--- config.mk ---
export PLATFORM = sky130hd
export DESIGN_NAME = dt_arbiter
export DESIGN_NICKNAME = d
export VERILOG_FILES = /design/src/rtl/dt_arbiter.sv
export SDC_FILE = /design/constraint.sdc
export NUM_CORES = 1
export LEC_CHECK = 0
export BUFFER_PORTS_ARGS = -buffer_cell sky130_fd_sc_hd__buf_4
export CORE_AREA = 2 2 193 195
export CTS_BUF_LIST = sky130_fd_sc_hd__clkbuf_16
export DETAILED_ROUTE_END_ITERATION = 6
export DIE_AREA = 0 0 195 197
export SYNTH_ARGS = -nofsm -noshare
export SYNTH_HDL_FRONTEND = slang
export SYNTH_SLANG_ARGS = --single-unit
export TNS_END_PERCENT = 100
--- constraint.sdc ---
create_clock -name clk -period 4.72 [get_ports clk]
set_input_delay 0.472 -clock clk [delete_from_list [all_inputs] [get_ports clk]]
set_output_delay 0.472 -clock clk [all_outputs]
set_load 0.02 [all_outputs]
--- src/rtl/dt_arbiter.sv ---
// Round-robin arbiter sharing one Domain_Transfer unit between two requesters, with
// operand latching, launch pulse, done rising-edge detect, watchdog and per-port response.
module dt_arbiter #(
    parameter int unsigned WIDTH   = 32,
    parameter int unsigned TIMEOUT = 64
) (
    input  logic             clk,
    input  logic             reset,

    input  logic             req0_valid,
    input  logic             req0_tomont,
    input  logic [WIDTH-1:0] req0_px,
    input  logic [WIDTH-1:0] req0_py,
    input  logic [WIDTH-1:0] req0_prime,
    output logic             req0_ready,
    output logic             rsp0_valid,
    input  logic             rsp0_ready,
    output logic [WIDTH-1:0] rsp0_px,
    output logic [WIDTH-1:0] rsp0_py,
    output logic             rsp0_err,

    input  logic             req1_valid,
    input  logic             req1_tomont,
    input  logic [WIDTH-1:0] req1_px,
    input  logic [WIDTH-1:0] req1_py,
    input  logic [WIDTH-1:0] req1_prime,
    output logic             req1_ready,
    output logic             rsp1_valid,
    input  logic             rsp1_ready,
    output logic [WIDTH-1:0] rsp1_px,
    output logic [WIDTH-1:0] rsp1_py,
    output logic             rsp1_err,

    output logic             dt_in_sig,
    output logic             dt_tomont,
    output logic [WIDTH-1:0] dt_px,
    output logic [WIDTH-1:0] dt_py,
    output logic [WIDTH-1:0] dt_prime,
    input  logic [WIDTH-1:0] dt_px_out,
    input  logic [WIDTH-1:0] dt_py_out,
    input  logic             dt_done
);

    localparam int unsigned   WdW   = (TIMEOUT > 1) ? $clog2(TIMEOUT) : 1;
    localparam logic [WdW-1:0] WdMax = WdW'(TIMEOUT - 1);

    typedef enum logic [1:0] {StIdle, StLaunch, StWait, StResp} state_e;

    state_e           state_q, state_d;
    logic             last_grant_q, last_grant_d;
    logic             gnt_q, gnt_d;
    logic             tomont_q, tomont_d;
    logic [WIDTH-1:0] px_q, px_d, py_q, py_d, prime_q, prime_d;
    logic [WIDTH-1:0] rsp_px_q, rsp_px_d, rsp_py_q, rsp_py_d;
    logic             err_q, err_d;
    logic [WdW-1:0]   wd_q, wd_d;
    logic             done_q;

    logic grant;
    logic accept;
    logic rsp_hs;
    logic done_rise;
    logic wd_expired;

    // Both valid: alternate away from whoever was served last.
    always_comb begin
        grant = 1'b0;
        if (req0_valid && req1_valid) begin
            grant = ~last_grant_q;
        end else if (req1_valid) begin
            grant = 1'b1;
        end
    end

    assign accept     = (state_q == StIdle) && (grant ? req1_valid : req0_valid);
    assign rsp_hs     = (state_q == StResp) && (gnt_q ? rsp1_ready : rsp0_ready);
    // Edge detect keeps a done level left high by a previous op from completing this one.
    assign done_rise  = dt_done && !done_q;
    assign wd_expired = (wd_q == WdMax);

    always_ff @(posedge clk) begin
        if (reset) begin
            state_q <= StIdle;
        end else begin
            state_q <= state_d;
        end
    end

    always_comb begin
        state_d = state_q;
        unique case (state_q)
            StIdle:   if (accept) state_d = StLaunch;
            StLaunch: state_d = StWait;
            StWait:   if (done_rise || wd_expired) state_d = StResp;
            StResp:   if (rsp_hs) state_d = StIdle;
            default:  state_d = StIdle;
        endcase
    end

    always_comb begin
        last_grant_d = last_grant_q;
        gnt_d        = gnt_q;
        tomont_d     = tomont_q;
        px_d         = px_q;
        py_d         = py_q;
        prime_d      = prime_q;
        rsp_px_d     = rsp_px_q;
        rsp_py_d     = rsp_py_q;
        err_d        = err_q;
        wd_d         = wd_q;
        if (accept) begin
            gnt_d    = grant;
            tomont_d = grant ? req1_tomont : req0_tomont;
            px_d     = grant ? req1_px     : req0_px;
            py_d     = grant ? req1_py     : req0_py;
            prime_d  = grant ? req1_prime  : req0_prime;
        end
        if (state_q == StLaunch) begin
            wd_d = '0;
        end
        if (state_q == StWait) begin
            if (done_rise) begin
                rsp_px_d = dt_px_out;
                rsp_py_d = dt_py_out;
                err_d    = 1'b0;
            end else if (wd_expired) begin
                rsp_px_d = '0;
                rsp_py_d = '0;
                err_d    = 1'b1;
            end else begin
                wd_d = wd_q + WdW'(1);
            end
        end
        if (rsp_hs) begin
            last_grant_d = gnt_q;
        end
    end

    always_ff @(posedge clk) begin
        if (reset) begin
            last_grant_q <= 1'b1;
            gnt_q        <= 1'b0;
            tomont_q     <= 1'b0;
            px_q         <= '0;
            py_q         <= '0;
            prime_q      <= '0;
            rsp_px_q     <= '0;
            rsp_py_q     <= '0;
            err_q        <= 1'b0;
            wd_q         <= '0;
            done_q       <= 1'b0;
        end else begin
            last_grant_q <= last_grant_d;
            gnt_q        <= gnt_d;
            tomont_q     <= tomont_d;
            px_q         <= px_d;
            py_q         <= py_d;
            prime_q      <= prime_d;
            rsp_px_q     <= rsp_px_d;
            rsp_py_q     <= rsp_py_d;
            err_q        <= err_d;
            wd_q         <= wd_d;
            done_q       <= dt_done;
        end
    end

    always_comb begin
        req0_ready = accept && !grant;
        req1_ready = accept && grant;

        rsp0_valid = (state_q == StResp) && !gnt_q;
        rsp1_valid = (state_q == StResp) && gnt_q;
        rsp0_px    = rsp0_valid ? rsp_px_q : '0;
        rsp0_py    = rsp0_valid ? rsp_py_q : '0;
        rsp0_err   = rsp0_valid && err_q;
        rsp1_px    = rsp1_valid ? rsp_px_q : '0;
        rsp1_py    = rsp1_valid ? rsp_py_q : '0;
        rsp1_err   = rsp1_valid && err_q;

        dt_in_sig  = (state_q == StLaunch);
        dt_tomont  = (state_q == StLaunch) && tomont_q;
        dt_px      = (state_q != StIdle) ? px_q    : '0;
        dt_py      = (state_q != StIdle) ? py_q    : '0;
        dt_prime   = (state_q != StIdle) ? prime_q : '0;
    end

endmodule

==> results.sh <==
export IMPL_critical_path_class="flip-flop to output pin"
export IMPL_first_iter_violations=471
export IMPL_cts_tree="built"
export IMPL_maxCapViolations=0
export IMPL_ant_nets=0
export IMPL_r2r_start="state_q[0]$_SDFFE_PP0P_"
export IMPL_antenna_found_initial=1
export IMPL_postPlaceCellArea_um2=12900
export IMPL_power_density_nw_per_um2=403
export IMPL_hp_class="primary input to flip-flop"
export IMPL_drc_errors=0
export IMPL_crit_required_ns=4.25
export IMPL_yosys_area_top_type="dfxtp_1"
export IMPL_core_area_um2=36300
export IMPL_synth_edff_count=0
export IMPL_drt_wl_total_um=36900
export IMPL_post_cts_setup_buffers=0
export IMPL_final_max_slew_viol_count=0
export IMPL_grt_max_degree=97
export IMPL_yosys_cell_count_top_type="dfxtp_1"
export IMPL_cp_startpoint="state_q[0]$_SDFFE_PP0P_"
export IMPL_cts_hold_fix_buffers=0
export IMPL_rows=70
export IMPL_cp_arrival_ns=2.86
export IMPL_finalSetupTns_ns=0
export IMPL_area_delta_synth_final_pct=50.2
export IMPL_status="completed"
export IMPL_grt_setup_unrepaired="false"
export IMPL_nNetsFinal=1754
export IMPL_port_buffers=496
export IMPL_clkSlewWorstSetupHoldPaths_ns=0.07
export IMPL_dp_hpwl_um=26400
export IMPL_pre_cts_slack_ns=1.83
export IMPL_synth_seq_cells=173
export IMPL_numClockSinks=173
export IMPL_gp_congestion=0.838
export IMPL_endpoint_kind="output pin"
export IMPL_start_util_pct=24.8
export IMPL_max_slew_margin_pct=27.9
export IMPL_peakVddDrop_mv=0.302
export IMPL_fp_dieH_um=197
export IMPL_clockBufferDepth=2
export IMPL_htree_levels=4
export IMPL_synth_top_flop_cell="dfxtp_1"
export IMPL_r2r_slack_ns=2.49
export IMPL_grt_first_pass_wirelength_um=54700
export IMPL_synth_area_top_cells="dfxtp_1 (39%), a32o_1 (11%), nor2b_1 (6.9%), a22oi_1 (6.6%), and2_1 (4.9%)"
export IMPL_ys_top_cells_by_count="dfxtp_1 (173), nor2_1 (100), nor2b_1 (99)"
export IMPL_clock_latency_ns=0.44
export IMPL_clock_fmax_mhz=300
export IMPL_synthCells=1080
export IMPL_cp_endpoint="rsp0_py[12]"
export IMPL_r2r_cells=6
export IMPL_root_buffer="clkbuf_16"
export IMPL_p_leak_nw=6.05
export IMPL_vias=9712
export IMPL_final_cell_area_um2=13500
export IMPL_synthArstFlopShare_pct=0
export IMPL_clock_skew_ns=0.00995
export IMPL_io_pins=497
export IMPL_grt_ovfl_total=0
export IMPL_path_max_fanout=70
export IMPL_min_period_over_period_pct=70.7
export IMPL_viasPerCell=4.95
export IMPL_drive_gt1_share_pct=37.8
export IMPL_tightest_slew_ns=1.08
export IMPL_finalSetupViolCount=0
export IMPL_ys_types=39
export IMPL_syn_num_nets=1351
export IMPL_chipWidth_um=195
export IMPL_drt_wirelength_per_cell_um=18.8
export IMPL_reg2reg_to="prime_q[13]$_SDFFE_PP0P_"
export IMPL_yosysSeqAreaShare_pct=38.6
export IMPL_setup_ws_ns=1.38
export IMPL_syn_avg_cell_area_um2=8.31
export IMPL_first_pass_iters=5
export IMPL_track_usage_pct=18.3
export IMPL_ctsResizeCount=0
export IMPL_min_period_ns=3.34
export IMPL_numCtsBuffers=17
export IMPL_ys_warn_count=0
export IMPL_synth_top_area_share_pct=38.6
export IMPL_start_kind="flip-flop"
export IMPL_die_area_um2=38400
export IMPL_hold_violations=0
export IMPL_syn_area_um2=8970
export IMPL_grt_pass1_vias=9271
==> worst min path at each step <==
stage	startpoint	to	slack [ns]	depth (start not counted)
after floorplan	err_q$_SDFFE_PP0P_	err_q$_SDFFE_PP0P_	0.44	2
after global placement	rsp_px_q[10]$_SDFFE_PP0P_	rsp_px_q[10]$_SDFFE_PP0P_	0.47	2
after detailed placement	rsp_py_q[16]$_SDFFE_PP0P_	rsp_py_q[16]$_SDFFE_PP0P_	0.47	2
after CTS	dt_px_out[10]	rsp_px_q[10]$_SDFFE_PP0P_	0.24	3
after global routing	dt_px_out[10]	rsp_px_q[10]$_SDFFE_PP0P_	0.25	3
final	dt_px_out[10]	rsp_px_q[10]$_SDFFE_PP0P_	0.27	3
==> sequential cells by signal, summed over array words and instances (netlist names), 2 cells and up <==
register  cells
prime_q      32
px_q         32
py_q         32
rsp_px_q     32
rsp_py_q     32
state_q       2
wd_q          6
==> metrics by stage <==
| stage | power (mW) | util [%] | std cells | hold slack [ns] |
|---|---|---|---|---|
| 3_5_place_dp | 4.06 | 35.6 | 1932 | 0.470 |
| 2_1_floorplan | 3.29 | - | 1080 | 0.438 |
| 4_1_cts | 5.51 | 37.2 | 1963 | 0.236 |
| 5_1_grt | 5.77 | 37.2 | 1964 | 0.247 |
| 3_3_place_gp | 4.03 | 35.6 | 1932 | 0.467 |
| 6_report | 5.44 | 37.2 | 1964 | 0.268 |
==> placed cells by master (no fill, tap or decap), drive strengths merged, types with 3 or more instances in the layout <==
cell type and count:
nor2 100, dfxtp 173, clkinv 3, nand2 73, and3 67, bufinv 3, nor2b 99, nand3 67
a22oi 98, a32o 97, buf 510, clkbuf 17, nand3b 4, ha 6, inv 12, and2 70
nand2b 3, a21oi 72
==> cell families (layout without fill, tap and decap cells) <==
kind of cell             Yosys count  in the layout  synth area share, %
multiplexers                       1              1                0.112
AND/OR/NAND/NOR                  488            488                 28.3
AO/OA/AOI/OAI                    282            282                 25.6
other                              0              1                    0
adder cells (fa/ha/maj)            6              6                0.836
flip-flops                       173            173                 38.6
buffers and inverters            130            545                 6.58
==> per-layer routing <==
metal  GRT usage [%]  wire [um]
met5               0          0
met2            31.0      17900
met1            22.0      15000
met3            5.66       3130
met4            6.05        823
==> power by group <==
group / leakage, nW / internal [mW] / switching (mW) / total [mW]
Combinational: 4.33 / 0.861 / 1.26 / 2.12
Sequential: 1.41 / 1.74 / 0.160 / 1.90
Clock: 0.303 / 0.814 / 0.601 / 1.41
Total: 6.05 / 3.41 / 2.03 / 5.44
==> layout make-up <==
type,instances,area (um^2)
sequential,173,3460
inverter,4,15.0
multi-input combinational,777,4970
timing repair buffer,510,3880
clock buffer,17,425
antenna,1,2.50
fill,3779,22800
tap,468,586
clock inverter,14,139
==> critical path, cell delays in order (launching register included) <==
cell and delay (ns):
dfxtp_1 0.36, ha_2 0.17, buf_4 0.47, nor2b_4 0.96, and2_1 0.25, buf_4 0.15
(Power assumes the default switching activity.)
